[config.mk]
export PLATFORM = sky130hd
export DESIGN_NAME = round_robin_arbiter
export DESIGN_NICKNAME = d
export VERILOG_FILES = /design/src/rtl/round_robin_arbiter.sv
export SDC_FILE = /design/constraint.sdc
export NUM_CORES = 1
export LEC_CHECK = 0
export ABC_AREA = 1
export ABC_CLOCK_PERIOD_IN_PS = 2200
export CAP_MARGIN = 10
export CORE_AREA = 2 2 39 41
export CTS_CLUSTER_DIAMETER = 60
export DETAILED_ROUTE_END_ITERATION = 10
export DIE_AREA = 0 0 41 43
export PLACE_DENSITY = 0.43
export SETUP_SLACK_MARGIN = 0.5
export SYNTH_ARGS = -nofsm -noshare
export SYNTH_HDL_FRONTEND = slang
export SYNTH_SLANG_ARGS = --single-unit
[constraint.sdc]
create_clock -name clk -period 2.2 [get_ports clk]
set_input_delay 0.66 -clock clk [delete_from_list [all_inputs] [get_ports clk]]
set_output_delay 0.66 -clock clk [all_outputs]
set_load 0.005 [all_outputs]
[src/rtl/round_robin_arbiter.sv]
// N-way round-robin arbiter: combinational one-hot grant from the current
// requests and a registered pointer to the most recently granted requester.
module round_robin_arbiter #(
  parameter int NUM_REQS = 4
) (
  input  logic                clk,
  input  logic                rst_n,
  input  logic [NUM_REQS-1:0] req,
  output logic [NUM_REQS-1:0] grant
);

  localparam int PTR_W = $clog2(NUM_REQS);

  logic [PTR_W-1:0]    last_grant_id;
  logic [PTR_W-1:0]    last_grant_next;
  logic [NUM_REQS-1:0] upper_mask;
  logic [NUM_REQS-1:0] req_upper;
  logic [NUM_REQS-1:0] pick_upper;
  logic [NUM_REQS-1:0] pick_any;
  logic [NUM_REQS-1:0] grant_raw;

  // Requesters strictly above the pointer get first pick; only indices below
  // NUM_REQS exist, so the wrap back to 0 never relies on pointer overflow.
  generate
    for (genvar gi = 0; gi < NUM_REQS; gi++) begin : g_mask
      assign upper_mask[gi] = (PTR_W'(gi) > last_grant_id);
    end
  endgenerate

  assign req_upper  = req & upper_mask;
  assign pick_upper = req_upper & (~req_upper + NUM_REQS'(1));
  assign pick_any   = req & (~req + NUM_REQS'(1));
  assign grant_raw  = (|req_upper) ? pick_upper : pick_any;
  assign grant      = rst_n ? grant_raw : '0;

  always_comb begin
    last_grant_next = last_grant_id;
    for (int i = 0; i < NUM_REQS; i++) begin
      if (grant[i]) begin
        last_grant_next = PTR_W'(i);
      end
    end
  end

  always_ff @(posedge clk) begin
    if (!rst_n) begin
      last_grant_id <= '0;
    end else begin
      last_grant_id <= last_grant_next;
    end
  end

endmodule

==> results.md, run 1 <==
* Status: finished clean
* Iteration-0 DRC Markers at 9
* CTS HTree Levels at 1
* Root Buffer: clkbuf_4
* Crit-path max FO at 4
* Routed wire length per instance at 8.54 um
* Final Max Tran Viols at 0
* Slew margin rel. at about nine tenths
* 1st-pass router iterations at 4
* CP arrival at about 1.4 ns
* Register area share after synthesis at approximately 18%
* Gpl congestion at approximately 0.8
* Reg-to-reg slack, setup at roughly 0.87 ns
* Unique masters post-synth at 12
* Worst EP required at approximately 1.5 ns
* Via density at around 4
* Max FFs per register at 2
* RSZ-0062 raised after global routing: yes
* Largest net degree at the start of global routing at 7
* Power Density at between 400 and 500 nW/um^2
* Met1 Resource Use GR at 10.2%
* IO Count at 10
* Detail Route Antenna Nets at 0
* Die footprint at roughly 1800 sq um
* Maximum clock rate at around 490 MHz
* Initial Utilization at around 16%
* Period utilization at 92.8%
* Syn Nets at between 40 and 50
* Non-Filler Instances at between 70 and 80
* Initial antenna violation count at 0
* Final setup vio count at 0
* Vias in the first global route at about 270
* Final WL at around 680 um
* Row cnt at 14
* GR Util met3 at 3.14%
* Clk_skew at between 0.0005 and 0.0006 ns
* Area grow syn2layout at 111%
* Total grt overflow at 0
* CP Class: in -> out
* Final net count at a little over 70
* CP max stage delay at about 0.11 ns
* Number of buffers and inverters on the critical path at 5
* CTS buffer count at 3
* Syn avg cell area at around 5.4 sq um
* Clock latency on the worst-skew pair at between 0.2 and 0.25 ns
* First-pass GRT wire length at between 1000 and 1500 um
* Cell family with most CP delay: buffers and inverters
* Setup crit end kind: primary output
* Hold WC Path Type: reg -> reg
* Most Used Layer, Global Route: met2
* Final hold slack at just under 0.5 ns
* Syn Inst Count at between 40 and 50
* IR drop worst, VDD at approximately 0.00010 V
* Yosys reg bits at 2
* Core ar. at 1380 sq um
* Chip width at a little over 40 um
* CTS tree: yes
* Met2 GRT Util at ~13%
* Sink Count at 2
* CP Launch Type: input port
* DR DRC count at 0
* CTS Buffer Depth at 2
* Setup WS pre-CTS at -0.605 ns
* Die height at around 43 um
* CP Cell Sequence: buf_8 > nor2_4 > buf_6 > buf_6 > nand3_2 > nand2_2 > nand2_2 > inv_1 > buf_2
* PortBufs at 9
* Leakage power at around 0.26 nW
* Clk slew on worst S/H paths at about 0.03 ns
* Inserted Diodes at 0
* Top reg by flops: last_grant_id
* Final HPWL DP at a little under 500 um
* Syn. warnings at 0
* Slowest-stage cell, CP: buf_8
* Share of layout cells above drive strength 1 at around 62%
* Post-Place Cells at 72
* Vias at 314
* Worst Max-Slew Pin Slew at between 0.15 and 0.2 ns
* Post-layout min period at 2.04 ns
* Fill cells at roughly 170
* Final Worst Setup Slack at between 0.15 and 0.2 ns
* Max_cap viols at 0
* Mapped Area at between 200 and 250 sq um
* Overall Global Routing Usage at under 10%
* Biggest regs: last_grant_id (2)
* Hold violation count in the final report at 0
## cell type report
cell class                      instances  area, sq um  area share [%]
Clock buffer                            3         22.5            4.71
Timing Repair Buffer                   18          156            32.7
Tap cell                               16         20.0            4.19
Multi-Input combinational cell         31          204            42.7
Inverter                                9         33.8            7.07
Sequential cell                         2         41.3            8.64
## layout by cell type (no fill, tap or decap)
| cell | n |
|---|---|
| buf_4 | 6 |
| a21oi_1 | 3 |
| inv_2 | 1 |
| buf_6 | 5 |
| buf_8 | 2 |
| nand2_2 | 5 |
| nand2_1 | 10 |
| nor2_2 | 2 |
| dfxtp_2 | 1 |
| o21ai_2 | 1 |
| nand2_8 | 1 |
| buf_2 | 5 |
| clkbuf_4 | 3 |
| nor2_1 | 2 |
| nor2_4 | 1 |
| inv_1 | 8 |
| dfxtp_1 | 1 |
| nand2_4 | 1 |
| a21oi_2 | 1 |
| nand3_2 | 4 |
## kinds of logic after synthesis
family	after synthesis	share of synthesized area (%)
DFF	2	17.7
buffers and inverters	9	14.9
AOI/OAI and AO/OA	5	14.4
and+or+nand+nor	26	53.0
## synth_stat cells
master | number | area share, %
nand3_2 | 1 | 4.4
inv_2 | 1 | 1.7
a21oi_1 | 3 | 6.6
o21ai_2 | 1 | 3.9
nor2_2 | 2 | 5.5
a21oi_2 | 1 | 3.9
nor2_1 | 3 | 5.0
nand3_1 | 3 | 6.6
nand2_1 | 14 | 23
dfxtp_1 | 2 | 18
nand2_2 | 3 | 8.3
inv_1 | 8 | 13
## metal layers
metal	share of wire (%)	wire length, um
met5	0	0
met4	0	0
met3	2.4	16
met2	57	382
met1	41	275
## repair_timing
action	in CTS	in global routing
endpoints found under the hold margin	0	0
buffers inserted	4	0
gates cloned	0	0
resized for setup	53	3
pin swaps	6	4
hold buffers	0	0
setup endpoints to repair	6	4
## worst register-to-register path, cell delays in order, from the launching register on
cell and delay (ns):
dfxtp_1 0.31, buf_4 0.14, nor2_2 0.13, nand2_2 0.09, nand3_2 0.07, nor2_2 0.04
buf_4 0.12, a21oi_2 0.15, nand3_2 0.07, nand2_1 0.06, nor2_1 0.03
## per-stage QoR
step           utilization [%]  instance area (sq um)  setup TNS, ns  power [mW]
2_1_floorplan                -                    248              0      0.0993
3_3_place_gp              28.6                    395          -2.19       0.145
3_5_place_dp              28.6                    395          -2.18       0.144
4_1_cts                   34.5                    478              0       0.240
5_1_grt                   34.5                    478              0       0.257
6_report                  34.5                    478              0       0.238
## path summary, 6_finish.rpt
kind | cells after the start | startpoint | to
setup / recovery | 9 | req[1] | grant[3]
hold / removal | 2 | last_grant_id[1] | last_grant_id[1]
setup reg to reg | 10 | last_grant_id[0] | last_grant_id[0]
hold reg to reg | 2 | last_grant_id[1] | last_grant_id[1]
## power by group
| group | switching (mW) | internal (mW) |
|---|---|---|
| clock network | 0.0205 | 0.0601 |
| registers | 0.00575 | 0.0422 |
| logic | 0.0531 | 0.0565 |
| total | 0.0793 | 0.159 |
No activity file was read; power rests on OpenSTA's default activity.
==> run 2, diff against run 1 <==
--- a/config.mk
+++ b/config.mk
@@ -6,7 +6,6 @@
 export NUM_CORES = 1
 export LEC_CHECK = 0
 export ABC_AREA = 1
-export ABC_CLOCK_PERIOD_IN_PS = 2200
 export CAP_MARGIN = 10
 export CORE_AREA = 2 2 39 41
 export CTS_CLUSTER_DIAMETER = 60
==> constraint.sdc (replaced) <==
create_clock -name clk -period 2.2 [get_ports clk]
set_input_delay 0.44 -clock clk [delete_from_list [all_inputs] [get_ports clk]]
set_output_delay 0.44 -clock clk [all_outputs]
set_load 0.005 [all_outputs]
==> run 2 against run 1 <==
First-iteration DRC count decreased by 56%. Sequential share of layout area grew 2.0 points. Count of clock-buffer cells in the layout unchanged. Core utilization is 3.9 points lower. Sequential power up 1%. Routed wire length down 4.9%. Critical path depth down 2. Hold slack better by 0.076 ns. Critical path type unchanged. Largest cell class unchanged.
==> results.md, run 2 (same netlist as run 1, synthesis figures left out) <==
* Status: finished clean
* Hold violation count in the final report at 0
* Inserted Diodes at 0
* Max FFs per register at 2
* Maximum clock rate at between 600 and 700 MHz
* Crit-path max FO at 3
* Routed wire length per instance at around 8.1 um
* Clock latency on the worst-skew pair at around 0.22 ns
* Final Max Tran Viols at 0
* Number of buffers and inverters on the critical path at 3
* Post-layout min period at ~1.6 ns
* Largest net degree at the start of global routing at 6
* Gpl congestion at 0.678
* Overall Global Routing Usage at ~8.6%
* Final WL at 642 um
* Root Buffer: clkbuf_4
* Initial antenna violation count at 0
* CP max stage delay at approximately 0.25 ns
* Slowest-stage cell, CP: dlygate4sd2_1
* Most frequent cells in the layout: 13 x nand2_1, 8 x buf_4, 7 x inv_1
* Final Worst Setup Slack at around 0.55 ns
* Crit-path most repeated cell: nand2_1
* CTS Buffer Depth at 2
* First-pass GRT wire length at between 1000 and 1500 um
* Top reg by flops: last_grant_id
* Multi-input gate area at between 150 and 200 sq um
* Initial Utilization at roughly 16%
* CP Cell Sequence: dlygate4sd2_1 > nand2_2 > nand2_1 > o21ai_2 > nand2_1 > inv_1 > clkbuf_2
* Hold Buf Count CTS at 0
* Share of layout cells above drive strength 1 at 55.6%
* Max_cap viols at 0
* Leakage power at roughly 0.24 nW
* CP Class: in -> out
* Power Total at around 0.22 mW
* Hold WC Path Type: reg -> reg
* Vias at roughly 320
* Worst EP required at approximately 1.8 ns
* Via density at between 4 and 5
* Detail Route Antenna Nets at 0
* Sink Count at 2
* Final setup vio count at 0
* Total grt overflow at 0
* Die footprint at ~1800 sq um
* Die height at roughly 43 um
* Final net count at 71
* Most common cell after layout, fill and taps aside: nand2_1
* Biggest regs: last_grant_id (2)
* Final HPWL DP at 476 um
* CTS tree: yes
* IR drop worst, VDD at around 0.00035 V
* CTS HTree Levels at 1
* Core ar. at between 1000 and 1500 sq um
* DR DRC count at 0
* 1st-pass router iterations at 4
* CP arrival at around 1.2 ns
* Area grow syn2layout at 87.3%
* Clk slew on worst S/H paths at roughly 0.03 ns
* RSZ-0062 raised after global routing: yes
* Iteration-0 DRC Markers at 4
* Setup WS pre-CTS at -0.0837 ns
* Power Density at between 500 and 600 nW/um^2
* Worst Max-Slew Pin Slew at 0.172 ns
* Clk_skew at 0.00229 ns
* IO Count at 10
* Setup crit end kind: primary output
* Chip width at roughly 40 um
* Fill cells at about 160
* Cell family with most CP delay: buffers and inverters
* Vias in the first global route at approximately 280
* PortBufs at 9
* Slew margin rel. at between 80 and 90%
* Row cnt at 14
* Storage element area at roughly 45 sq um
* Period utilization at around 75%
* CTS buffer count at 3
* CP Launch Type: input port
[run 2: cell types whose count changed in the layout (fill, tap and decap cells not counted), moves of 2 or more]
cell / before / now
buf_6: 5 / 1
clkbuf_2: 0 / 3
nand2_1: 10 / 13
buf_2: 5 / 3
buf_4: 6 / 8
buf_8: 2 / 0
nand2_2: 5 / 3
nand3_1: 0 / 2
nand3_2: 4 / 2
[run 2: worst paths after layout]
check | from | to | slack [ns] | cells after the start
max | req[2] | grant[1] | 0.55 | 7
min | last_grant_id[0] | last_grant_id[0] | 0.57 | 4
max reg2reg | last_grant_id[1] | last_grant_id[0] | 0.91 | 10
min reg2reg | last_grant_id[0] | last_grant_id[0] | 0.57 | 4
[run 2: final cells by class]
class	instances	area share [%]
Timing Repair Buffer	18	31.0
Clock buffer	3	5.31
Inverter	9	7.96
Sequential cell	2	10.6
Multi-Input combinational cell	31	40.4
Tap cell	16	4.72
[run 2: per-stage QoR]
| stage | hold WS (ns) | area [sq um] | TNS, ns | cells | util, % |
|---|---|---|---|---|---|
| after floorplan | 0.484 | 226 | 0 | 42 | - |
| after global placement | 0.513 | 382 | -0.302 | 73 | 27.6 |
| after detailed placement | 0.512 | 382 | -0.219 | 73 | 27.6 |
| final | 0.571 | 424 | 0 | 79 | 30.7 |
| after global routing | 0.609 | 424 | 0 | 79 | 30.7 |
| after CTS | 0.487 | 417 | 0 | 77 | 30.1 |
[run 2: repair_timing]
action | CTS | global route
gates cloned | 0 | 0
pin swaps | 7 | 11
resized for setup | 19 | 18
setup endpoints to repair | 4 | 4
setup buffers | 1 | 2
[run 2: worst reg2reg max path: stages (launching register included)]
cell	delay [ns]
dfxtp_4	0.34
nand2_2	0.08
nand2_4	0.06
buf_6	0.11
nand2_1	0.06
o21ai_2	0.06
buf_4	0.13
a21oi_2	0.18
nand3_2	0.07
nand2_1	0.06
nor2_1	0.03
[run 2: layer usage]
metal  share of wire (%)  vias up  GRT usage, %  routed length, um
li1                    -      169             -                  -
met1                  46      142          11.8                296
met2                  45       11          11.3                286
met3                 9.3        0          5.24                 60
met4                   0        0          2.00                  0
met5                   0        -             0                  0
[run 2: where the power goes]
group          internal [mW]  switching (mW)
Combinational         0.0464          0.0472
Sequential            0.0428         0.00583
Clock                 0.0601          0.0207
